--- src/rtl/bin2bcd_arbiter.sv ---
// bin2bcd_arbiter
//   Lets NREQ requesters share one binary-to-BCD conversion core. Grants are
//   round-robin. Each conversion runs through IDLE -> START -> WAIT -> DONE.
//   If the core never answers, WAIT gives up after TIMEOUT cycles and
//   reports an error result.
// Ports
//   clk, reset   : rising-edge clock and synchronous active-high reset
//   req          : per-requester request levels
//   req_bin      : packed operands; requester i is at [i*INPUT_WIDTH +: INPUT_WIDTH]
//   ack          : one-hot completion pulse to the requester that was served
//   rsp_bcd      : result; valid in the ack cycle and held until the next ack
//   rsp_err      : timeout flag; valid in the ack cycle and held until the next ack
//   busy         : high whenever the FSM is not in IDLE
//   cnv_binary   : operand presented to the core
//   cnv_start    : one-cycle start pulse to the core
//   cnv_bcd      : result from the core
//   cnv_dv       : one-cycle result-valid pulse from the core
module bin2bcd_arbiter #(
  parameter int NREQ           = 4,
  parameter int INPUT_WIDTH    = 16,
  parameter int DECIMAL_DIGITS = 5,
  parameter int TIMEOUT        = 64
) (
  input  logic                          clk,
  input  logic                          reset,
  input  logic [NREQ-1:0]               req,
  input  logic [NREQ*INPUT_WIDTH-1:0]   req_bin,
  output logic [NREQ-1:0]               ack,
  output logic [DECIMAL_DIGITS*4-1:0]   rsp_bcd,
  output logic                          rsp_err,
  output logic                          busy,
  output logic [INPUT_WIDTH-1:0]        cnv_binary,
  output logic                          cnv_start,
  input  logic [DECIMAL_DIGITS*4-1:0]   cnv_bcd,
  input  logic                          cnv_dv
);

  localparam int GW = (NREQ > 1) ? $clog2(NREQ) : 1;
  localparam int TW = $clog2(TIMEOUT + 1);

  typedef enum logic [1:0] {IDLE, START, WAIT, DONE} state_t;

  state_t          state;
  logic [GW-1:0]   grant;
  logic [GW-1:0]   last;
  logic [TW-1:0]   tmo_cnt;
  logic [GW-1:0]   pick;
  logic            pick_vld;

  // Round-robin search that starts one past the last requester served. The
  // first hit wins, so the requester just served has the lowest priority.
  always_comb begin
    pick     = '0;
    pick_vld = 1'b0;
    for (int k = 1; k <= NREQ; k++) begin
      if (!pick_vld && req[(int'(last) + k) % NREQ]) begin
        pick     = GW'((int'(last) + k) % NREQ);
        pick_vld = 1'b1;
      end
    end
  end

  always_ff @(posedge clk) begin
    if (reset) begin
      state      <= IDLE;
      grant      <= '0;
      last       <= GW'(NREQ - 1);
      tmo_cnt    <= '0;
      ack        <= '0;
      rsp_bcd    <= '0;
      rsp_err    <= 1'b0;
      busy       <= 1'b0;
      cnv_binary <= '0;
      cnv_start  <= 1'b0;
    end else begin
      // ack and cnv_start are single-cycle pulses. Clear them here by
      // default; the case arms below set them when a pulse is due.
      ack       <= '0;
      cnv_start <= 1'b0;
      case (state)
        IDLE: begin
          if (pick_vld) begin
            grant      <= pick;
            cnv_binary <= req_bin[int'(pick)*INPUT_WIDTH +: INPUT_WIDTH];
            cnv_start  <= 1'b1;
            busy       <= 1'b1;
            state      <= START;
          end
        end
        START: begin
          tmo_cnt <= '0;
          state   <= WAIT;
        end
        WAIT: begin
          // A result that arrives on the final allowed cycle still wins
          // over the timeout.
          if (cnv_dv) begin
            rsp_bcd    <= cnv_bcd;
            rsp_err    <= 1'b0;
            ack[grant] <= 1'b1;
            state      <= DONE;
          end else if (tmo_cnt == TW'(TIMEOUT - 1)) begin
            rsp_bcd    <= '0;
            rsp_err    <= 1'b1;
            ack[grant] <= 1'b1;
            state      <= DONE;
          end else begin
            tmo_cnt <= tmo_cnt + TW'(1);
          end
        end
        DONE: begin
          last  <= grant;
          busy  <= 1'b0;
          state <= IDLE;
        end
        default: state <= IDLE;
      endcase
    end
  end

endmodule

--- config.mk ---
export PLATFORM = sky130hd
export DESIGN_NAME = bin2bcd_arbiter
export DESIGN_NICKNAME = d
export VERILOG_FILES = /design/src/rtl/bin2bcd_arbiter.sv
export SDC_FILE = /design/constraint.sdc
export NUM_CORES = 1
export LEC_CHECK = 0
export ABC_AREA = 1
export BUFFER_PORTS_ARGS = -buffer_cell sky130_fd_sc_hd__buf_2
export CELL_PAD_IN_SITES_DETAIL_PLACEMENT = 1
export CELL_PAD_IN_SITES_GLOBAL_PLACEMENT = 1
export CORE_MARGIN = 3
export CORE_UTILIZATION = 29
export CTS_CLUSTER_SIZE = 24
export DETAILED_ROUTE_END_ITERATION = 10
export MAX_ROUTING_LAYER = met4
export PLACE_DENSITY_LB_ADDON = 0.1
export SLEW_MARGIN = 15
export SYNTH_ARGS = -nofsm -noshare
export SYNTH_HDL_FRONTEND = slang
export SYNTH_SLANG_ARGS = --single-unit
--- constraint.sdc ---
create_clock -name clk -period 1.7 [get_ports clk]
set_input_delay 0.085 -clock clk [delete_from_list [all_inputs] [get_ports clk]]
set_output_delay 0.085 -clock clk [all_outputs]
set_load 0.005 [all_outputs]
; ---- Word-level counts from Yosys, hierarchy flattened
; Index checks and enable logic that the tools add are counted.
[totals]
in_bits = 91
out_inout_bits = 43
register_bits = 56
[op_classes]
mux = 38
order_cmp = 6
n_reduce_logical = 22
shifts = 1
bitwise_logic = 6
n_addsub = 5
n_eq_ne = 8
[op_table]
columns = operator, n
row1 = 64-bit by 7-bit variable part select with 16-bit output, 1
row2 = 20-bit two-way mux, 2
row3 = 1-bit two-way mux, 17
row4 = "3-bit by 4-bit < comparator with 1-bit output, second input constant", 4
row5 = 2-bit two-way mux, 7
row6 = 7-bit two-way mux, 2
row7 = 7-bit case mux with 2 select lines, 1
row8 = 2-bit OR reduction, 6
row9 = 1-bit binary-select mux with 2-bit select, 4
row10 = 4-bit two-way mux, 2
row11 = 2-bit case mux with 4 select lines, 1
row12 = 2-bit AND reduction, 4
row13 = "7-bit by 1-bit adder with 7-bit output, second input constant", 1
row14 = "7-bit by 6-bit equality test with 1-bit output, second input constant", 1
row15 = "2-bit != test, second input constant", 3
row16 = 2-bit nonzero test, 3
row17 = "2-bit by 1-bit adder with 2-bit output, second input constant", 2
row18 = "2-bit adder, second input constant", 2
row19 = "1-bit AND, first input constant", 4
row20 = "2-bit equality test, second input constant", 2
row21 = 1-bit logical AND, 4
row22 = 1-bit logical NOT, 3
row23 = "2-bit by 3-bit < comparator with 1-bit output, second input constant", 1
row24 = "3-bit != test, second input constant", 1
row25 = 7 further kinds, 8

; ---- Logic depth before layout (Yosys ltp)
[depth]
ltp_word = 18
depth_mapped = 17
ltp_nobuf = 15

; ---- Least setup slack after synthesis
; No wires, ideal clock.
[synth_timing]
path_type = reg-to-reg
startpoint = register last[0]
endpoint = register cnv_binary[11]
setup_ns = 0.109
stages_incl_launch_ff = 17
slack_ns = 0.016
period_less_slack_ns = 1.684
arrival_ns = 1.575
path_buffers = 2
cell_sequence = dfxtp_1 > buf_6 > inv_4 > nand2_1 > nand3_1 > nand2_2 > nor2_4 > nand2_1 > nor2_1 > inv_1 > nand2_2 > inv_2 > buf_6 > nor2_1 > nor2_1 > nand2_1 > inv_1
[synth_between]
elab_chain_len = 15
elab_cells_between_ends = 32
[synth_lines]
columns = item, line_no
row1 = from (decl), 45  ; logic [GW-1:0] last;
row2 = from (signal assigned), 67  ; last <= GW'(NREQ - 1);
row3 = from (signal assigned), 112  ; last <= grant;
row4 = 2-bit by 1-bit adder with 2-bit output, "56, 57"
row5 = 1-bit binary-select mux with 2-bit select, 56  ; if (!pick_vld && req[(int'(last) + k) % NREQ]) begin
row6 = 1-bit two-way mux (implied by the code) (2 in series), 56
row7 = 1-bit two-way mux, 56
row8 = 1-bit logical NOT, 56
row9 = 1-bit logical AND, 56
row10 = 1-bit two-way mux, 56
row11 = 1-bit logical NOT, 56
row12 = 1-bit logical AND, 56
row13 = 1-bit two-way mux, 56
row14 = 1-bit logical NOT, 56
row15 = 1-bit logical AND, 56
row16 = 2-bit two-way mux / 1-bit two-way mux (equally long branches), 56
row17 = 64-bit by 7-bit variable part select with 16-bit output / 2-bit AND reduction (equally long branches), --
row18 = to (signal assigned), 84  ; cnv_binary <= req_bin[int'(pick)*INPUT_WIDTH +: INPUT_WIDTH];
row19 = to (decl), 32  ; output logic [INPUT_WIDTH-1:0] cnv_binary,
; Parallel ways exist; a longest one is shown, timed or not. The select of a mux whose other input is x is not followed.
; A chain may end at the register's enable or synchronous reset.

; ---- Worst setup path in the final report
[layout_timing]
startpoint = register last[0]
endpoint = register cnv_binary[12]
; The elaborated chain is that of the path after synthesis.

==> run_summary.xml <==
<?xml version="1.0" encoding="UTF-8"?>
<metrics>
  <group name="critical_path">
    <metric name="path_class" unit="">flip-flop to flip-flop</metric>
    <metric name="timing.rr.end" unit="">cnv_binary[12]</metric>
    <metric name="crit_path_start_kind" unit="">flip-flop</metric>
    <metric name="crit_start" unit="">last[0]</metric>
    <metric name="r2r_start" unit="">last[0]</metric>
    <metric name="critical_path.endpoint_type" unit="">flip-flop</metric>
    <metric name="ff2ff_setup_slack" unit="ns">-0.25</metric>
    <metric name="worst_ep_arrival_time" unit="ns">2.17</metric>
    <metric name="reg2regPathDepth" unit="">14</metric>
    <metric name="cp_data_required_time" unit="ns">1.92</metric>
    <metric name="critical_path_peak_fanout" unit="">29</metric>
  </group>
  <group name="hold_path">
    <metric name="min_path_cells" unit="">3</metric>
    <metric name="worst_hold_path_type" unit="">input port to flip-flop</metric>
    <metric name="whs_endpoint" unit="">rsp_bcd[17]</metric>
    <metric name="hold_start" unit="">cnv_bcd[17]</metric>
  </group>
  <group name="yosys">
    <metric name="postSynthCellCount" unit="">520</metric>
    <metric name="netlist_area" unit="mm^2">0.00322</metric>
    <metric name="ys.flop_type" unit="">sky130_fd_sc_hd__dfxtp_1</metric>
    <metric name="postSynth.asyncResetShare" unit="%">0</metric>
    <metric name="synthesis.area_per_instance" unit="um^2">6.19</metric>
    <metric name="yosysWarnings" unit="">0</metric>
    <metric name="yosys_register_bits" unit="">56</metric>
    <metric name="seq_area_frac_synth" unit="%">34.9</metric>
    <metric name="synth_nets" unit="">617</metric>
    <metric name="yosys.area.top_type_share" unit="%">34.9</metric>
    <metric name="post-synth-top-area-cell" unit="">sky130_fd_sc_hd__dfxtp_1</metric>
    <metric name="synth-edff-count" unit="">0</metric>
    <metric name="synth.most_common_cell" unit="">sky130_fd_sc_hd__nand2_1</metric>
    <metric name="synth.top_cells.by_count" unit="">sky130_fd_sc_hd__nand2_1, sky130_fd_sc_hd__inv_1, sky130_fd_sc_hd__nand3_1</metric>
    <metric name="ys_types" unit="">27</metric>
    <metric name="synth.top_cells.by_area" unit="">sky130_fd_sc_hd__dfxtp_1, sky130_fd_sc_hd__nand2_1, sky130_fd_sc_hd__nand3_1</metric>
  </group>
  <group name="cells_and_area">
    <metric name="multiInputGateArea" unit="mm^2">0.00183</metric>
    <metric name="post_route_cells_drive_above_1_share" unit="%">38.3</metric>
    <metric name="ant_diodes" unit="">0</metric>
    <metric name="synthToLayoutAreaGrowth" unit="%">50.2</metric>
    <metric name="fill_cells" unit="">1428</metric>
    <metric name="seq_area" unit="mm^2">0.00113</metric>
    <metric name="num-nets-final" unit="">785</metric>
    <metric name="finalCoreUtilization" unit="%">45.8</metric>
  </group>
  <group name="job">
    <metric name="maxCapViolCount" unit="">0</metric>
  </group>
  <group name="detailed_routing">
    <metric name="vias" unit="">3785</metric>
    <metric name="drt-total-wl" unit="um">11300</metric>
    <metric name="vias_per_cell" unit="">4.59</metric>
    <metric name="post-route-drc-count" unit="">0</metric>
    <metric name="drt-wirelength-per-cell" unit="um">13.7</metric>
    <metric name="drtIter0Drc" unit="">84</metric>
    <metric name="firstDrtPassIters" unit="">4</metric>
    <metric name="ant_nets" unit="">0</metric>
  </group>
  <group name="timing">
    <metric name="final_period_minus_worst_setup_slack" unit="ns">1.95</metric>
    <metric name="finalCritPeriodShare" unit="%">115</metric>
    <metric name="skew" unit="ns">0.00640</metric>
    <metric name="setup_repair_after_global_routing_missed_its_margin" unit="">true</metric>
    <metric name="layout_setup_ws" unit="ns">-0.247</metric>
    <metric name="worst-slew-pin-transition" unit="ns">0.416</metric>
    <metric name="setup_viol_count_final" unit="">22</metric>
    <metric name="slew_viol_final" unit="">0</metric>
    <metric name="worst_hold_slack" unit="ns">0.0218</metric>
    <metric name="slew_headroom" unit="%">72.3</metric>
    <metric name="max_clock_freq" unit="GHz">0.513</metric>
    <metric name="finalHoldViolCount" unit="">0</metric>
  </group>
  <group name="power_and_ir_drop">
    <metric name="cellPowerDensity" unit="mW/mm^2">1470</metric>
    <metric name="worst_ir_drop_vdd" unit="mV">0.568</metric>
    <metric name="leakagePower" unit="uW">0.00270</metric>
  </group>
  <group name="run_status">
    <metric name="violations" unit="">setup timing</metric>
    <metric name="outcome" unit="">complete, but fails checks</metric>
  </group>
  <group name="clock_tree">
    <metric name="tritoncts" unit="">yes</metric>
    <metric name="clockRootBuffer" unit="">sky130_fd_sc_hd__clkbuf_8</metric>
    <metric name="clkTransAtPathRegs" unit="ns">0.10</metric>
    <metric name="clock-sinks" unit="">56</metric>
    <metric name="h_tree_levels" unit="">2</metric>
    <metric name="clkLatencyLatePin" unit="ns">0.31</metric>
    <metric name="numCtsBuffers" unit="">5</metric>
    <metric name="cts_max_path_buffers" unit="">2</metric>
  </group>
  <group name="global_route">
    <metric name="grt_antenna_before_repair" unit="">0</metric>
    <metric name="grt_first_pass_wirelength" unit="um">18100</metric>
    <metric name="vias_in_the_first_global_route" unit="">3926</metric>
    <metric name="grt.overflow.total" unit="">0</metric>
    <metric name="grt_start_max_net_pins" unit="">33</metric>
    <metric name="grt.total_usage" unit="%">17.7</metric>
  </group>
  <group name="die">
    <metric name="floorplan.core_area" unit="mm^2">0.0106</metric>
    <metric name="design.die.area" unit="mm^2">0.0124</metric>
    <metric name="dieHeight" unit="um">111</metric>
    <metric name="fp-row-count" unit="">37</metric>
    <metric name="fp.dieW" unit="um">111</metric>
    <metric name="floorplan.initialDensity" unit="%">30.5</metric>
    <metric name="io_pins" unit="">134</metric>
  </group>
  <group name="place">
    <metric name="routabilityCongestion" unit="">0.823</metric>
    <metric name="detailedPlacementHpwl" unit="um">8700</metric>
    <metric name="place.port_buffers" unit="">133</metric>
  </group>
</metrics>
==> state kept, by name (all words and copies together), names as in the netlist <==
signal,cells
ack,4
tmo_cnt,7
state,2
cnv_binary,16
rsp_bcd,20
cnv_start,1
grant,2
rsp_err,1
busy,1
last,2
==> worst max-delay path: stages (launching register included) <==
cell	delay [ns]
sky130_fd_sc_hd__dfxtp_4	0.37
sky130_fd_sc_hd__buf_12	0.13
sky130_fd_sc_hd__inv_8	0.09
sky130_fd_sc_hd__nand2_2	0.07
sky130_fd_sc_hd__nand3_2	0.09
sky130_fd_sc_hd__nand2_4	0.07
sky130_fd_sc_hd__nor2_4	0.16
sky130_fd_sc_hd__nand3_4	0.11
sky130_fd_sc_hd__nand3_4	0.15
sky130_fd_sc_hd__buf_12	0.20
sky130_fd_sc_hd__nand3_1	0.11
sky130_fd_sc_hd__nand3_2	0.10
sky130_fd_sc_hd__nand3_1	0.09
sky130_fd_sc_hd__nand2_1	0.06
sky130_fd_sc_hd__inv_1	0.04
==> power breakdown <==
part | switching (uW) | leakage, uW | internal [uW] | total (uW)
Combinational | 2530 | 0.00219 | 2030 | 4560
Clock | 424 | 0.0000455 | 334 | 758
Sequential | 192 | 0.000459 | 1610 | 1800
Total | 3140 | 0.00270 | 3970 | 7120
==> per-stage QoR <==
stage                     power [uW]  setup TNS [ns]  std cells  area (um^2)  setup slack [ns]
final                           7120           -3.81        825         4830            -0.247
after CTS                       6650           -3.08        813         4500            -0.202
after global placement          5520           -3.60        800         4250            -0.246
after global routing            7820           -7.22        825         4830            -0.407
after floorplan                 4090               0        520         3220            0.0158
after detailed placement        5580           -6.08        800         4250            -0.302
==> layout make-up <==
cell class              count  area share [%]
repair buffers            185            25.1
clock buffers               8            1.86
flip-flops and latches     56            23.4
multi-input cells         336            37.8
well taps                 136            3.52
inverters                 104            8.39
==> worst max path at each step <==
stage / cells after the start / to
after global placement: 15 / cnv_binary[12]
after global routing: 16 / cnv_binary[14]
after detailed placement: 16 / cnv_binary[9]
after CTS: 16 / cnv_binary[12]
final: 14 / cnv_binary[12]
after floorplan: 16 / cnv_binary[11]
==> logic make-up after synthesis <==
| family | share of synthesized area, % |
|---|---|
| flip-flops | 34.9 |
| XOR/XNOR | 0.272 |
| adder cells (fa/ha/maj) | 2.33 |
| buffers and inverters | 16.6 |
| AND/OR/NAND/NOR | 38.4 |
| AO/OA/AOI/OAI | 7.58 |
==> placed cells by master (no fill, tap or decap), drive strengths merged <==
cell type and n:
inv 104, nor3 2, nand3b 2, nand3 89
xor2 1, a22oi 1, a21oi 31, dlygate4sd3 2
a221oi 1, nand2 147, o31ai 1, ha 6
a211oi 2, dfxtp 56, o21ai 10, buf 180
nor2 43, clkbuf 11
==> per-layer routing <==
| metal | routed length (um) | part of all wire (%) | vias up | GRT usage [%] |
|---|---|---|---|---|
| li1 | - | - | 1932 | - |
| met1 | 4850 | 43 | 1768 | 21.2 |
| met2 | 5960 | 53 | 72 | 31.4 |
| met3 | 404 | 3.6 | 13 | 3.06 |
| met4 | 121 | 1.1 | 0 | 3.41 |
| met5 | 0 | 0 | - | - |
==> repair_timing <==
action / CTS / global route
hold endpoints to repair: 1 / 1
pin swaps: 2 / 7
endpoints found under the setup margin: 47 / 53
gates resized for setup: 32 / 52
gates cloned: 0 / 4
hold buffers: 1 / 1
setup buffers: 4 / 7
Power figures use the tool's default switching activity.
